**src/rtl/sha3_found_nonce_queue.sv**
```systemverilog
`default_nettype none
// ============================================================================
// Module      : sha3_found_nonce_queue
// Description : Captures each scanner found event (nonce and one hash word)
//               into a FIFO for the host, with a scan-done flag and a
//               saturating count of events dropped on overflow.
// Revision    : 1.0 - initial release
// ============================================================================
module sha3_found_nonce_queue #(
    parameter int DEPTH           = 8,
    parameter int HASH_WORD_INDEX = 3
) (
    input  logic                       clk,
    input  logic                       rstn,
    input  logic                       found,
    input  logic [31:0]                nonce,
    input  logic [63:0]                hash_word,
    input  logic                       busy,
    input  logic                       flush,
    output logic                       out_valid,
    input  logic                       out_ready,
    output logic [31:0]                out_nonce,
    output logic [63:0]                out_hash,
    output logic [$clog2(DEPTH):0]     count,
    output logic                       full,
    output logic                       empty,
    output logic [15:0]                overflow_count,
    output logic                       scan_done
);

    localparam int AW = $clog2(DEPTH);
    localparam int CW = AW + 1;

    if ((DEPTH < 2) || ((DEPTH & (DEPTH - 1)) != 0) ||
        (HASH_WORD_INDEX < 0) || (HASH_WORD_INDEX > 24)) begin : g_param_check
        $error("sha3_found_nonce_queue: DEPTH must be a power of two >= 2 and HASH_WORD_INDEX in 0..24");
    end

    logic [95:0]   mem_q [DEPTH];
    logic [AW-1:0] wr_ptr_q, wr_ptr_d;
    logic [AW-1:0] rd_ptr_q, rd_ptr_d;
    logic [CW-1:0] count_q, count_d;
    logic [15:0]   ovf_q, ovf_d;
    logic          found_q, found_d;
    logic          busy_q, busy_d;
    logic          done_q, done_d;

    logic          w_push_req;
    logic          w_pop;
    logic          w_push_ok;
    logic          w_full;
    logic          w_empty;
    logic [95:0]   w_head;

    assign w_full  = (count_q == CW'(DEPTH));
    assign w_empty = (count_q == '0);
    assign w_head  = mem_q[rd_ptr_q];

    always_comb begin
        w_push_req = found & ~found_q;
        w_pop      = ~w_empty & out_ready;
        // A pop in the same cycle frees the slot, so a full queue still accepts.
        w_push_ok  = w_push_req & ~flush & (~w_full | w_pop);

        found_d  = found;
        busy_d   = busy;
        wr_ptr_d = wr_ptr_q;
        rd_ptr_d = rd_ptr_q;
        count_d  = count_q;
        ovf_d    = ovf_q;
        done_d   = done_q;

        if (flush) begin
            wr_ptr_d = '0;
            rd_ptr_d = '0;
            count_d  = '0;
            ovf_d    = '0;
            done_d   = 1'b0;
        end else begin
            if (w_push_ok) begin
                wr_ptr_d = wr_ptr_q + AW'(1);
            end
            if (w_pop) begin
                rd_ptr_d = rd_ptr_q + AW'(1);
            end
            case ({w_push_ok, w_pop})
                2'b10:   count_d = count_q + CW'(1);
                2'b01:   count_d = count_q - CW'(1);
                default: count_d = count_q;
            endcase
            if (w_push_req && w_full && !w_pop && (ovf_q != 16'hFFFF)) begin
                ovf_d = ovf_q + 16'd1;
            end
            if (busy_q && !busy) begin
                done_d = 1'b1;
            end
        end
    end

    // found_q resets high so a found level held through reset is not an event.
    always_ff @(posedge clk or negedge rstn) begin
        if (!rstn) begin
            found_q  <= 1'b1;
            busy_q   <= 1'b0;
            wr_ptr_q <= '0;
            rd_ptr_q <= '0;
            count_q  <= '0;
            ovf_q    <= '0;
            done_q   <= 1'b0;
        end else begin
            found_q  <= found_d;
            busy_q   <= busy_d;
            wr_ptr_q <= wr_ptr_d;
            rd_ptr_q <= rd_ptr_d;
            count_q  <= count_d;
            ovf_q    <= ovf_d;
            done_q   <= done_d;
        end
    end

    always_ff @(posedge clk) begin
        if (w_push_ok) begin
            mem_q[wr_ptr_q] <= {nonce, hash_word};
        end
    end

    assign out_valid      = ~w_empty;
    assign out_nonce      = w_empty ? 32'd0 : w_head[95:64];
    assign out_hash       = w_empty ? 64'd0 : w_head[63:0];
    assign count          = count_q;
    assign full           = w_full;
    assign empty          = w_empty;
    assign overflow_count = ovf_q;
    assign scan_done      = done_q;

endmodule
`default_nettype wire

```
**config.mk**
```make
export PLATFORM = sky130hd
export DESIGN_NAME = sha3_found_nonce_queue
export DESIGN_NICKNAME = d
export VERILOG_FILES = /design/src/rtl/sha3_found_nonce_queue.sv
export SDC_FILE = /design/constraint.sdc
export NUM_CORES = 1
export LEC_CHECK = 0
export BUFFER_PORTS_ARGS = -buffer_cell sky130_fd_sc_hd__buf_2
export CAP_MARGIN = 15
export CORE_ASPECT_RATIO = 1.2
export CORE_MARGIN = 4
export CORE_UTILIZATION = 54
export CTS_CLUSTER_SIZE = 20
export DETAILED_ROUTE_END_ITERATION = 8
export PLACE_DENSITY = 0.8
export SETUP_SLACK_MARGIN = 0.05
export SYNTH_ARGS = -nofsm -noshare
export SYNTH_HDL_FRONTEND = slang
export SYNTH_SLANG_ARGS = --single-unit
```
**constraint.sdc**
```tcl
create_clock -name clk -period 8.45 [get_ports clk]
set_clock_uncertainty 0.05 [all_clocks]
set_input_delay 1.69 -clock clk [delete_from_list [all_inputs] [get_ports clk]]
set_output_delay 1.69 -clock clk [all_outputs]
set_load 0.01 [all_outputs]
```
* Word-level counts from Yosys, hierarchy flattened
Memories as Yosys holds them, arrays and structs flattened.
Index checks and enable logic that the tools add are counted.
** Storage, ports and cells
- Register bits :: 29
- RAM bits :: 768
- Input bits :: 102
- Output and inout bits :: 120
- Word-level logic and storage cells :: 52
- Memories kept :: 1
** Cells by class
- $add $sub $neg :: 5
- Equality and inequality tests :: 4
- Mux-type cells :: 14
- Bitwise logic cells :: 9
- Reductions and logical operators :: 12
** Memory list
- mem_q :: depth 8, bits a word 96, read ports 1, clocked after memory_dff 0, write ports 1, line 39 : logic [95:0] mem_q [DEPTH];
** Operators with widths (number)
- $mux W64 :: 1
- $mux W16 :: 2
- $mux W32 :: 1
- $add A16 B1 Y16 const B :: 1
- $ne A16 B16 Y1 const B :: 1
- $mux W3 :: 4
- $pmux W4 S2 :: 1
- $reduce_bool A2 Y1 :: 4
- $add A3 B1 Y3 const B :: 2
- $add A4 B1 Y4 const B :: 1
- $and A1 B1 Y1 :: 4
- $eq A4 B4 Y1 const B :: 1
- $logic_and A1 B1 Y1 :: 4
- $logic_not A4 Y1 :: 1
- $mux W1 :: 4
- $mux W4 :: 1
- $not A1 Y1 :: 4
- $sub A4 B1 Y4 const B :: 1
- $reduce_bool A3 Y1 :: 1
- $eq A2 B1 Y1 const B :: 1
- $eq A2 B2 Y1 const B :: 1
- $logic_not A1 Y1 :: 2
- $or A1 B1 Y1 :: 1

* Depth between registers and ports, before layout
Gate-level depths: netlist of run 1.
- Depth in word-level cells :: 8
- Mapped depth :: 8
- Depth with buffers taken out :: 7

* Worst setup path before layout of run 1
Ideal clock, no wire load.
- Path type :: input port to flip-flop
- Start point :: input out_ready
- End point :: memory mem_q[1][0] (enable)
- Setup time :: 0.668 ns
- Arrival :: 8.855 ns
- Path slack :: -1.123 ns
- Cell stages on the path :: 5
- Path through :: buf_6 > nor2b_1 > a21oi_1 > nand3_1 > nor3_1
** On the way
- Longest elaborated chain between the ends :: 5
** Ends and longest elaborated chain
- start, declared :: line 21 : input logic out_ready,
- $and A1 B1 Y1 :: line 61 : w_pop = ~w_empty & out_ready;
- $or A1 B1 Y1 :: line 63 : w_push_ok = w_push_req & ~flush & (~w_full | w_pop);
- $and A1 B1 Y1 :: line 63
- $mux W1 :: line 122 : if (w_push_ok) begin
- $mux W1 (implied by the code) :: line 123 : mem_q[wr_ptr_q] <= {nonce, hash_word};
- end, declared :: line 39
Every way passes these cells.

* Worst setup path after layout of run 1
- Start point :: register rd_ptr_q[0]
- End point :: output out_nonce[13]
** On the way
- Longest elaborated chain between the ends :: 2
** Ends and longest elaborated chain
- start, declared :: line 41 : logic [AW-1:0] rd_ptr_q, rd_ptr_d;
- start signal, assigned :: line 114 : rd_ptr_q <= rd_ptr_d;
- $mem_v2 Z8 W96
- $mux W32 :: line 128 : assign out_nonce = w_empty ? 32'd0 : w_head[95:64];
- end, declared :: line 22 : output logic [31:0] out_nonce,
Every way passes these cells.

==> results.yml, run 1 <==
synthesis:
  yosysMostFrequentCell: "edfxtp_1"
  syn_area_sq_mm: 0.0309
  synthArstFlopShare_pct: 3.64
  ys_warn_count: 0
  yosysUniqueCellTypes: 55
  yosysTopAreaCell: "edfxtp_1"
  yosys-top-cells-area: "edfxtp_1, mux4_2, mux2i_1"
  synth-edff-count: 768
  synth_commonest_cells: "edfxtp_1, mux4_2, nor2_1"
  synth-seq-cells: 797
  yosysTopAreaCellShare_pct: 74.7
  ys_seq_area_share_pct: 77.1
  synthCells: 1412
  synthFlopType: "edfxtp_1"
  synth.net_count: 1520
  syn_avg_cell_area_sq_um: 21.9
finish:
  layout.nets: 1772
  layout.area.seq_sq_mm: 0.0238
  multiInputGateArea_sq_mm: 0.00680
  nFillCells: 3795
  fin_cells: 2461
  drive_gt1_share_pct: 33.8
  syn_to_final_growth_pct: 14.5
timing:
  fmax_ghz: 0.188
  timing.final.crit_share_pct: 62.9
  timing.final.max_slew_violations: 0
  hold_viol_final: 0
  worstMarginPinSlew_ns: 1.06
  setup_violations: 0
  fin_crit_ns: 5.31
  max_slew_margin_pct: 29.5
  holdWs_ns: 0.435
  setup_tns_ns: 0
  rsz0062_at_grt: "false"
clocking:
  cts-hold-fix-buffers: 0
  path_clk_slew_ns: 0.06
  post_cts_resized: 0
  clock_sinks: 797
  h-tree-depth: 3
  clock_latency_ns: 0.60
  cts_tree: "built"
  clock_path_buffers: 3
  postCtsSetupBuffers: 0
  cts_buffers: 74
  cts_root_buffer: "clkbuf_16"
setup_path:
  r2r_cells: 6
  cp.arrival_ns: 3.57
  cp.required_ns: 6.71
  rr_startpoint: "count[0]"
  cp-end-kind: "output port"
  startpoint_type: "register"
  crit_start: "rd_ptr_q[0]"
  r2r_setup_slack_ns: 4.72
  worstSetupPathType: "register to output port"
  reg2reg_to: "mem_q[1][17]"
  path_max_fanout: 92
routing:
  vias: 14900
  wl_per_cell_um: 26.7
  drtAntennaViolNets: 0
  drcViolationCount: 0
  via_per_inst: 6.06
  drt_wl_total_um: 65700
  first_pass_iters: 5
  drtIter0Drc: 1541
power_and_ir_drop:
  ir_drop_uv: 219
  p_leak_nw: 11.4
  powerDensity_mw_per_mm2: 278
  total_power_mw: 9.83
global_route:
  grt_overflow: 0
  grt_max_degree: 93
  antenna_found_initial: 21
  grt_use_total_pct: 21.4
  grt_pass1_wl_um: 98300
  grt_pass1_vias: 15500
worst_hold_path:
  hp-start: "scan_done"
  hold_end: "scan_done"
  hp-class: "register to register"
  hold_depth: 2
status:
  status: "finished clean"
floorplan:
  die_width_um: 226
  initial_core_util_pct: 54.8
  boundaryPins: 222
  fp.dieH_um: 270
  fp-row-count: 95
  core-area_sq_mm: 0.0563
  dieArea_sq_mm: 0.0611
job:
  drv_cap: 0
placed_design:
  numPlacedInstances: 2315
  dp_hpwl_um: 36800
  port_buffers: 221
  gp_congestion: 0.793
metal layers:
layer  up-vias  share of wire [%]  track usage, %
met1      7897                 38            28.0
met2       548                 53            36.4
met4        16                2.7            7.72
li1       6357                  -               -
met3       100                6.2            4.14
met5         -               0.16               0
worst max path at each step:
stage | end | slack [ns] | depth (start not counted)
3_3_place_gp | mem_q[1][68] | 3.57 | 7
3_5_place_dp | mem_q[6][91] | 3.49 | 6
6_report | out_nonce[13] | 3.14 | 5
4_1_cts | out_nonce[13] | 3.05 | 5
5_1_grt | out_nonce[13] | 2.83 | 5
2_1_floorplan | mem_q[7][0] | 1.45 | 5
cell families after synthesis:
| kind of cell | Yosys count | share of synthesized area, % |
|---|---|---|
| flops | 797 | 77.1 |
| simple gates | 191 | 2.98 |
| mux | 302 | 17.6 |
| compound gates | 34 | 0.802 |
| fa+ha+maj | 6 | 0.267 |
| xor+xnor | 5 | 0.142 |
| buf+inv | 77 | 1.14 |
report_power, final:
group / switching (mW) / internal [mW]
clock network: 1.41 / 1.99
logic: 1.07 / 0.900
registers: 0.0879 / 4.38
total: 2.57 / 7.26
worst max-delay path, cell delays in order, from the launching register on:
cell     delay [ns]
dfrtp_4        0.92
buf_12         0.64
mux4_2         0.59
mux2i_1        0.43
nor2_1         0.08
buf_2          0.16
cell type report:
type	instances	share of cell area, %
diodes	13	0.0920
flip-flops and latches	797	67.3
repair buffers	247	3.71
clock buffers	91	5.60
multi-input cells	538	19.2
clock inverters	42	1.43
inverters	6	0.0672
well taps	727	2.57
cells in the final DEF, fill, tap and decap left out, drive strengths merged, types with 9 or more instances in the layout:
master / instances
edfxtp: 768
nor2: 121
mux2: 11
mux4: 192
clkinv: 28
bufinv: 10
nor3: 9
mux2i: 99
clkbuf: 91
nor2b: 13
a21oi: 12
nand2: 12
buf: 247
diode: 13
dfrtp: 28
nand3: 10
flip-flops by register name, summed over array words and instances, names as in the netlist:
| name | flops |
|---|---|
| busy_q | 1 |
| count | 4 |
| found_q | 1 |
| mem_q | 768 |
| overflow_count | 16 |
| rd_ptr_q | 3 |
| scan_done | 1 |
| wr_ptr_q | 3 |
per-stage QoR:
| step | area (sq um) | setup slack (ns) | util [%] |
|---|---|---|---|
| 3_5_place_dp | 32800 | 3.49 | 58.3 |
| 4_1_cts | 35300 | 3.05 | 62.7 |
| 2_1_floorplan | 30900 | 1.45 | - |
| 3_3_place_gp | 32800 | 3.57 | 58.3 |
| 5_1_grt | 35400 | 2.83 | 62.8 |
| 6_report | 35400 | 3.14 | 62.8 |
Note: power is estimated with default switching activity, not from simulation.
==> inputs of run 2 (changes only) <==
--- a/config.mk
+++ b/config.mk
@@ -9,10 +9,10 @@
 export CAP_MARGIN = 15
 export CORE_ASPECT_RATIO = 1.2
 export CORE_MARGIN = 4
-export CORE_UTILIZATION = 54
+export CORE_UTILIZATION = 60
 export CTS_CLUSTER_SIZE = 20
 export DETAILED_ROUTE_END_ITERATION = 8
-export PLACE_DENSITY = 0.8
+export PLACE_DENSITY = 0.84
 export SETUP_SLACK_MARGIN = 0.05
 export SYNTH_ARGS = -nofsm -noshare
 export SYNTH_HDL_FRONTEND = slang
==> constraint.sdc (replaced) <==
create_clock -name clk -period 4.9 [get_ports clk]
set_clock_uncertainty 0.05 [all_clocks]
set_input_delay 0.98 -clock clk [delete_from_list [all_inputs] [get_ports clk]]
set_output_delay 0.98 -clock clk [all_outputs]
set_load 0.01 [all_outputs]
==> run 2 against run 1 <==
Net effect:
- count of clock-buffer cells in the layout rose by 2
- via count rose by 0.29%
- register-to-register slack got worse by 2.8 ns
- critical path type unchanged
==> results.yml, run 2 (same netlist as run 1, synthesis figures left out) <==
status:
  status: "finished clean"
routing:
  drtIter0Drc: 1468
  wl_per_cell_um: 27.0
  vias: 15000
  drtAntennaViolNets: 0
  via_per_inst: 6.28
  first_pass_iters: 5
  drt_wl_total_um: 64300
  drcViolationCount: 0
placed_design:
  pre_cts_ws_ns: 1.31
  port_buffers: 221
  dp_hpwl_um: 34300
  postPlaceCellArea_sq_mm: 0.0331
  gp_congestion: 0.835
finish:
  multiInputGateArea_sq_mm: 0.00680
  final_common_cell: "edfxtp_1"
  mostFrequentLayoutCells: "edfxtp_1, buf_2, mux4_2, nor2_1, mux2i_1"
  largest_reg_flops: 768
  drive_gt1_share_pct: 33.8
  top_register: "mem_q"
  nFillCells: 2891
  final_area_sq_mm: 0.0356
  syn_to_final_growth_pct: 15.4
  layout.nets: 1779
  layout.area.seq_sq_mm: 0.0238
global_route:
  grt_overflow: 0
  grt_pass1_vias: 15800
  grt_use_total_pct: 23.7
  grt_max_degree: 97
  grt_pass1_wl_um: 99000
  antenna_found_initial: 11
setup_path:
  startpoint_type: "register"
  path_cells: "or4_1 -> clkinv_2 -> buf_4 -> nor2_1 -> buf_2"
  cpPeakStageDelay_ns: 0.68
  rr_startpoint: "count[0]"
  cp.arrival_ns: 3.04
  crit_family: "buffers and inverters"
  crit_start: "count[0]"
  cp_num_cells: 5
  cp.required_ns: 3.87
  r2r_cells: 5
  worstSetupPathType: "register to output port"
  path_max_fanout: 33
  cp-end-kind: "output port"
  crit_slowest_cell: "or4_1"
  cp_num_buf_inv: 3
clocking:
  path_clk_slew_ns: 0.06
  h-tree-depth: 3
  clock_sinks: 797
  post_cts_resized: 0
  cts_tree: "built"
  cts_buffers: 76
  clock_path_buffers: 3
  cts_root_buffer: "clkbuf_16"
  clock_latency_ns: 0.60
  cts-hold-fix-buffers: 0
  postCtsSetupBuffers: 0
timing:
  timing.final.max_slew_violations: 0
  rsz0062_at_grt: "false"
  fmax_ghz: 0.246
  hold_viol_final: 0
  final.setup.worst_slack_ns: 0.829
  setup_tns_ns: 0
  max_slew_margin_pct: 35.0
  timing.final.crit_share_pct: 83.1
  holdWs_ns: 0.352
  setup_violations: 0
  worstMarginPinSlew_ns: 0.975
  fin_crit_ns: 4.07
floorplan:
  fp-row-count: 90
  fp.dieH_um: 256
  initial_core_util_pct: 61.1
  dieArea_sq_mm: 0.0552
  die_width_um: 215
  boundaryPins: 222
  core-area_sq_mm: 0.0506
power_and_ir_drop:
  ir_drop_uv: 393
  p_leak_nw: 11.5
  powerDensity_mw_per_mm2: 480
job:
  drv_cap: 0
worst_hold_path:
  hp-class: "primary input to async pin"
[run 2: area by class of cell]
class / instances / share of cell area, %
multi-input cells: 538 / 19.1
diodes: 9 / 0.0632
inverters: 6 / 0.0667
well taps: 644 / 2.26
flip-flops and latches: 797 / 66.8
clock buffers: 93 / 5.69
repair buffers: 252 / 4.60
clock inverters: 44 / 1.39
[run 2: where the power goes]
part | leakage, nW | internal [mW] | switching [mW]
registers | 7.31 | 7.55 | 0.161
logic | 2.97 | 1.64 | 1.80
clock network | 1.23 | 3.49 | 2.45
[run 2: worst register-to-register path, delay by kind of cell, from the launching register on]
family,cells,cell delay (ns)
AND/OR/NAND/NOR,3,1.31
flip-flops,1,0.56
AO/OA/AOI/OAI,1,0.39
buffers and inverters,1,0.36
[run 2: path summary, 6_finish.rpt]
kind                       slack [ns]                 end
min                              0.35  overflow_count[14]
max in group asynchronous        3.95         rd_ptr_q[0]
max                              0.83       out_nonce[27]
min in group clk                 0.45             found_q
max reg2reg                      1.89         mem_q[3][8]
min reg2reg                      0.45           scan_done
[run 2: layer usage]
layer	up-vias	global-route usage [%]	wire length (um)
met1	7871	32.1	24700
met3	104	4.25	4280
met5	-	0	52
met2	595	40.5	33900
met4	8	6.84	1320
li1	6383	-	-
[run 2: through the flow]
step,total power [mW],instances,util [%]
after global routing,17.8,2378,70.4
after global placement,11.2,2237,65.4
final,17.1,2383,70.4
after CTS,17.3,2374,70.4
after floorplan,10.1,1412,-
after detailed placement,11.3,2237,65.4
==> inputs of run 3 (changes only) <==
==> constraint.sdc (replaced) <==
create_clock -name clk -period 4.3 [get_ports clk]
set_clock_uncertainty 0.05 [all_clocks]
set_input_delay 0.86 -clock clk [delete_from_list [all_inputs] [get_ports clk]]
set_output_delay 0.86 -clock clk [all_outputs]
set_load 0.01 [all_outputs]
==> run 3 against run 2 <==
Net effect:
- critical path depth is the same
- highest routed layer unchanged
- register-to-register slack lost 0.24 ns
- power grew 12%
- routed wire length grew 0.52%
- cell count is essentially flat
- design area shrank 0.11%
- largest power group unchanged
- via count grew 0.11%
- largest cell class unchanged
- sequential power grew 13%
==> results.yml, run 3 (same netlist as run 1, synthesis figures left out) <==
global_route:
  grt_pass1_wl_um: 99600
  grt_overflow: 0
  grt_use_total_pct: 23.8
  grt_max_degree: 55
  antenna_found_initial: 11
  grt_pass1_vias: 15900
setup_path:
  cp.required_ns: 3.39
  reg2reg_to: "mem_q[7][94]"
  cp-end-kind: "output port"
  cp.arrival_ns: 2.96
  worstSetupPathType: "register to output port"
  startpoint_type: "register"
  r2r_setup_slack_ns: 1.65
  crit_slowest_cell: "or4_1"
  crit_start: "count[1]"
  path_max_fanout: 52
  path_cells: "or4_1 -> clkinv_2 -> buf_12 -> nor2_1 -> buf_2"
  cp_num_buf_inv: 3
  cpPeakStageDelay_ns: 0.70
  rr_startpoint: "count[0]"
  r2r_cells: 5
  cp_num_cells: 5
  setup.worst_path.end: "out_nonce[11]"
  crit_family: "buffers and inverters"
power_and_ir_drop:
  p_seq_share_pct: 45.7
  total_power_mw: 19.1
  powerDensity_mw_per_mm2: 538
  switchingPower_mw: 4.97
  p_int_mw: 14.2
  switching_share_pct: 26.0
  p_clk_share_pct: 33.4
  ir_drop_uv: 433
  p_leak_nw: 11.5
  p_comb_share_pct: 20.8
finish:
  final_area_sq_mm: 0.0356
  layout.nets: 1791
  mostFrequentLayoutCells: "edfxtp_1, buf_2, mux4_2, nor2_1, mux2i_1"
  top_register: "mem_q"
  final_common_cell: "edfxtp_1"
  drive_gt1_share_pct: 34.4
  fin_cells: 2385
  largest_reg_flops: 768
  syn_to_final_growth_pct: 15.2
  utilization_pct: 70.4
placed_design:
  port_buffers: 221
  dp_hpwl_um: 36100
  gp_congestion: 0.789
  numPlacedInstances: 2250
  postPlaceCellArea_sq_mm: 0.0332
  pre_cts_ws_ns: 1.06
clocking:
  clock_latency_ns: 0.59
  cts-hold-fix-buffers: 0
  cts_root_buffer: "clkbuf_16"
  cts_buffers: 75
  path_clk_slew_ns: 0.06
  post_cts_resized: 0
  cts_tree: "built"
  postCtsSetupBuffers: 0
  clock_path_buffers: 3
  h-tree-depth: 3
  clock_sinks: 797
routing:
  drcViolationCount: 0
  via_per_inst: 6.28
  drt_wl_total_um: 64700
  drtAntennaViolNets: 0
  first_pass_iters: 5
  drtIter0Drc: 1496
  wl_per_cell_um: 27.1
  vias: 15000
job:
  drv_cap: 0
floorplan:
  boundaryPins: 222
  fp-row-count: 90
  core-area_sq_mm: 0.0506
  die_width_um: 215
  dieArea_sq_mm: 0.0552
  initial_core_util_pct: 61.1
  fp.dieH_um: 256
timing:
  fmax_ghz: 0.258
  timing.final.crit_share_pct: 90.0
  timing.final.max_slew_violations: 0
  hold_viol_final: 0
  setup_violations: 0
  max_slew_margin_pct: 47.3
  fin_crit_ns: 3.87
  rsz0062_at_grt: "false"
  final.setup.worst_slack_ns: 0.431
  worstMarginPinSlew_ns: 0.791
worst_hold_path:
  hp-class: "primary input to async pin"
status:
  status: "finished clean"
[run 3: cell count changes in the layout (fill, tap and decap cells not counted), moves of 2 or more]
cell | previous run | this run
inv_6 | 6 | 1
nand3_2 | 0 | 2
clkinv_1 | 15 | 9
clkbuf_8 | 2 | 0
nand3_1 | 9 | 7
clkinv_2 | 10 | 17
diode_2 | 9 | 5
bufinv_16 | 10 | 6
clkbuf_1 | 13 | 16
buf_4 | 7 | 19
[run 3: worst min path at each step]
stage,from,to,slack [ns],cells past startpoint
after floorplan,busy_q,scan_done,0.41,2
after global placement,busy_q,scan_done,0.42,2
after detailed placement,scan_done,scan_done,0.44,2
after CTS,rstn,count[0],0.24,1
after global routing,rstn,busy_q,0.30,1
final,rstn,busy_q,0.26,1
[run 3: per-layer routing]
layer  wire [um]  track usage [%]
met1       24200             31.0
met2       34600             41.7
met3        4140             3.88
met4        1620             7.50
met5          68                0
[run 3: final cells by class]
type	instances	area (sq um)
flip-flops and latches	797	23800
fillers	2931	15000
multi-input cells	538	6830
clock buffers	94	2010
repair buffers	265	1750
well taps	644	806
clock inverters	36	342
inverters	6	23.8
diodes	5	12.5
[run 3: power groups by stage]
stage / Clock [mW] / Sequential (mW) / Combinational [mW]
after global routing: 6.88 / 8.75 / 4.31
final: 6.39 / 8.75 / 3.99
after floorplan: 0 / 8.83 / 2.73
after CTS: 6.52 / 8.75 / 4.06
after detailed placement: 0 / 8.91 / 4.00
after global placement: 0 / 8.90 / 3.91
[run 3: through the flow]
stage / TNS, ns / hold WS [ns]
2_1_floorplan: -61.13 / 0.408
3_5_place_dp: 0 / 0.437
6_report: 0 / 0.265
5_1_grt: 0 / 0.304
4_1_cts: 0 / 0.240
3_3_place_gp: 0 / 0.420
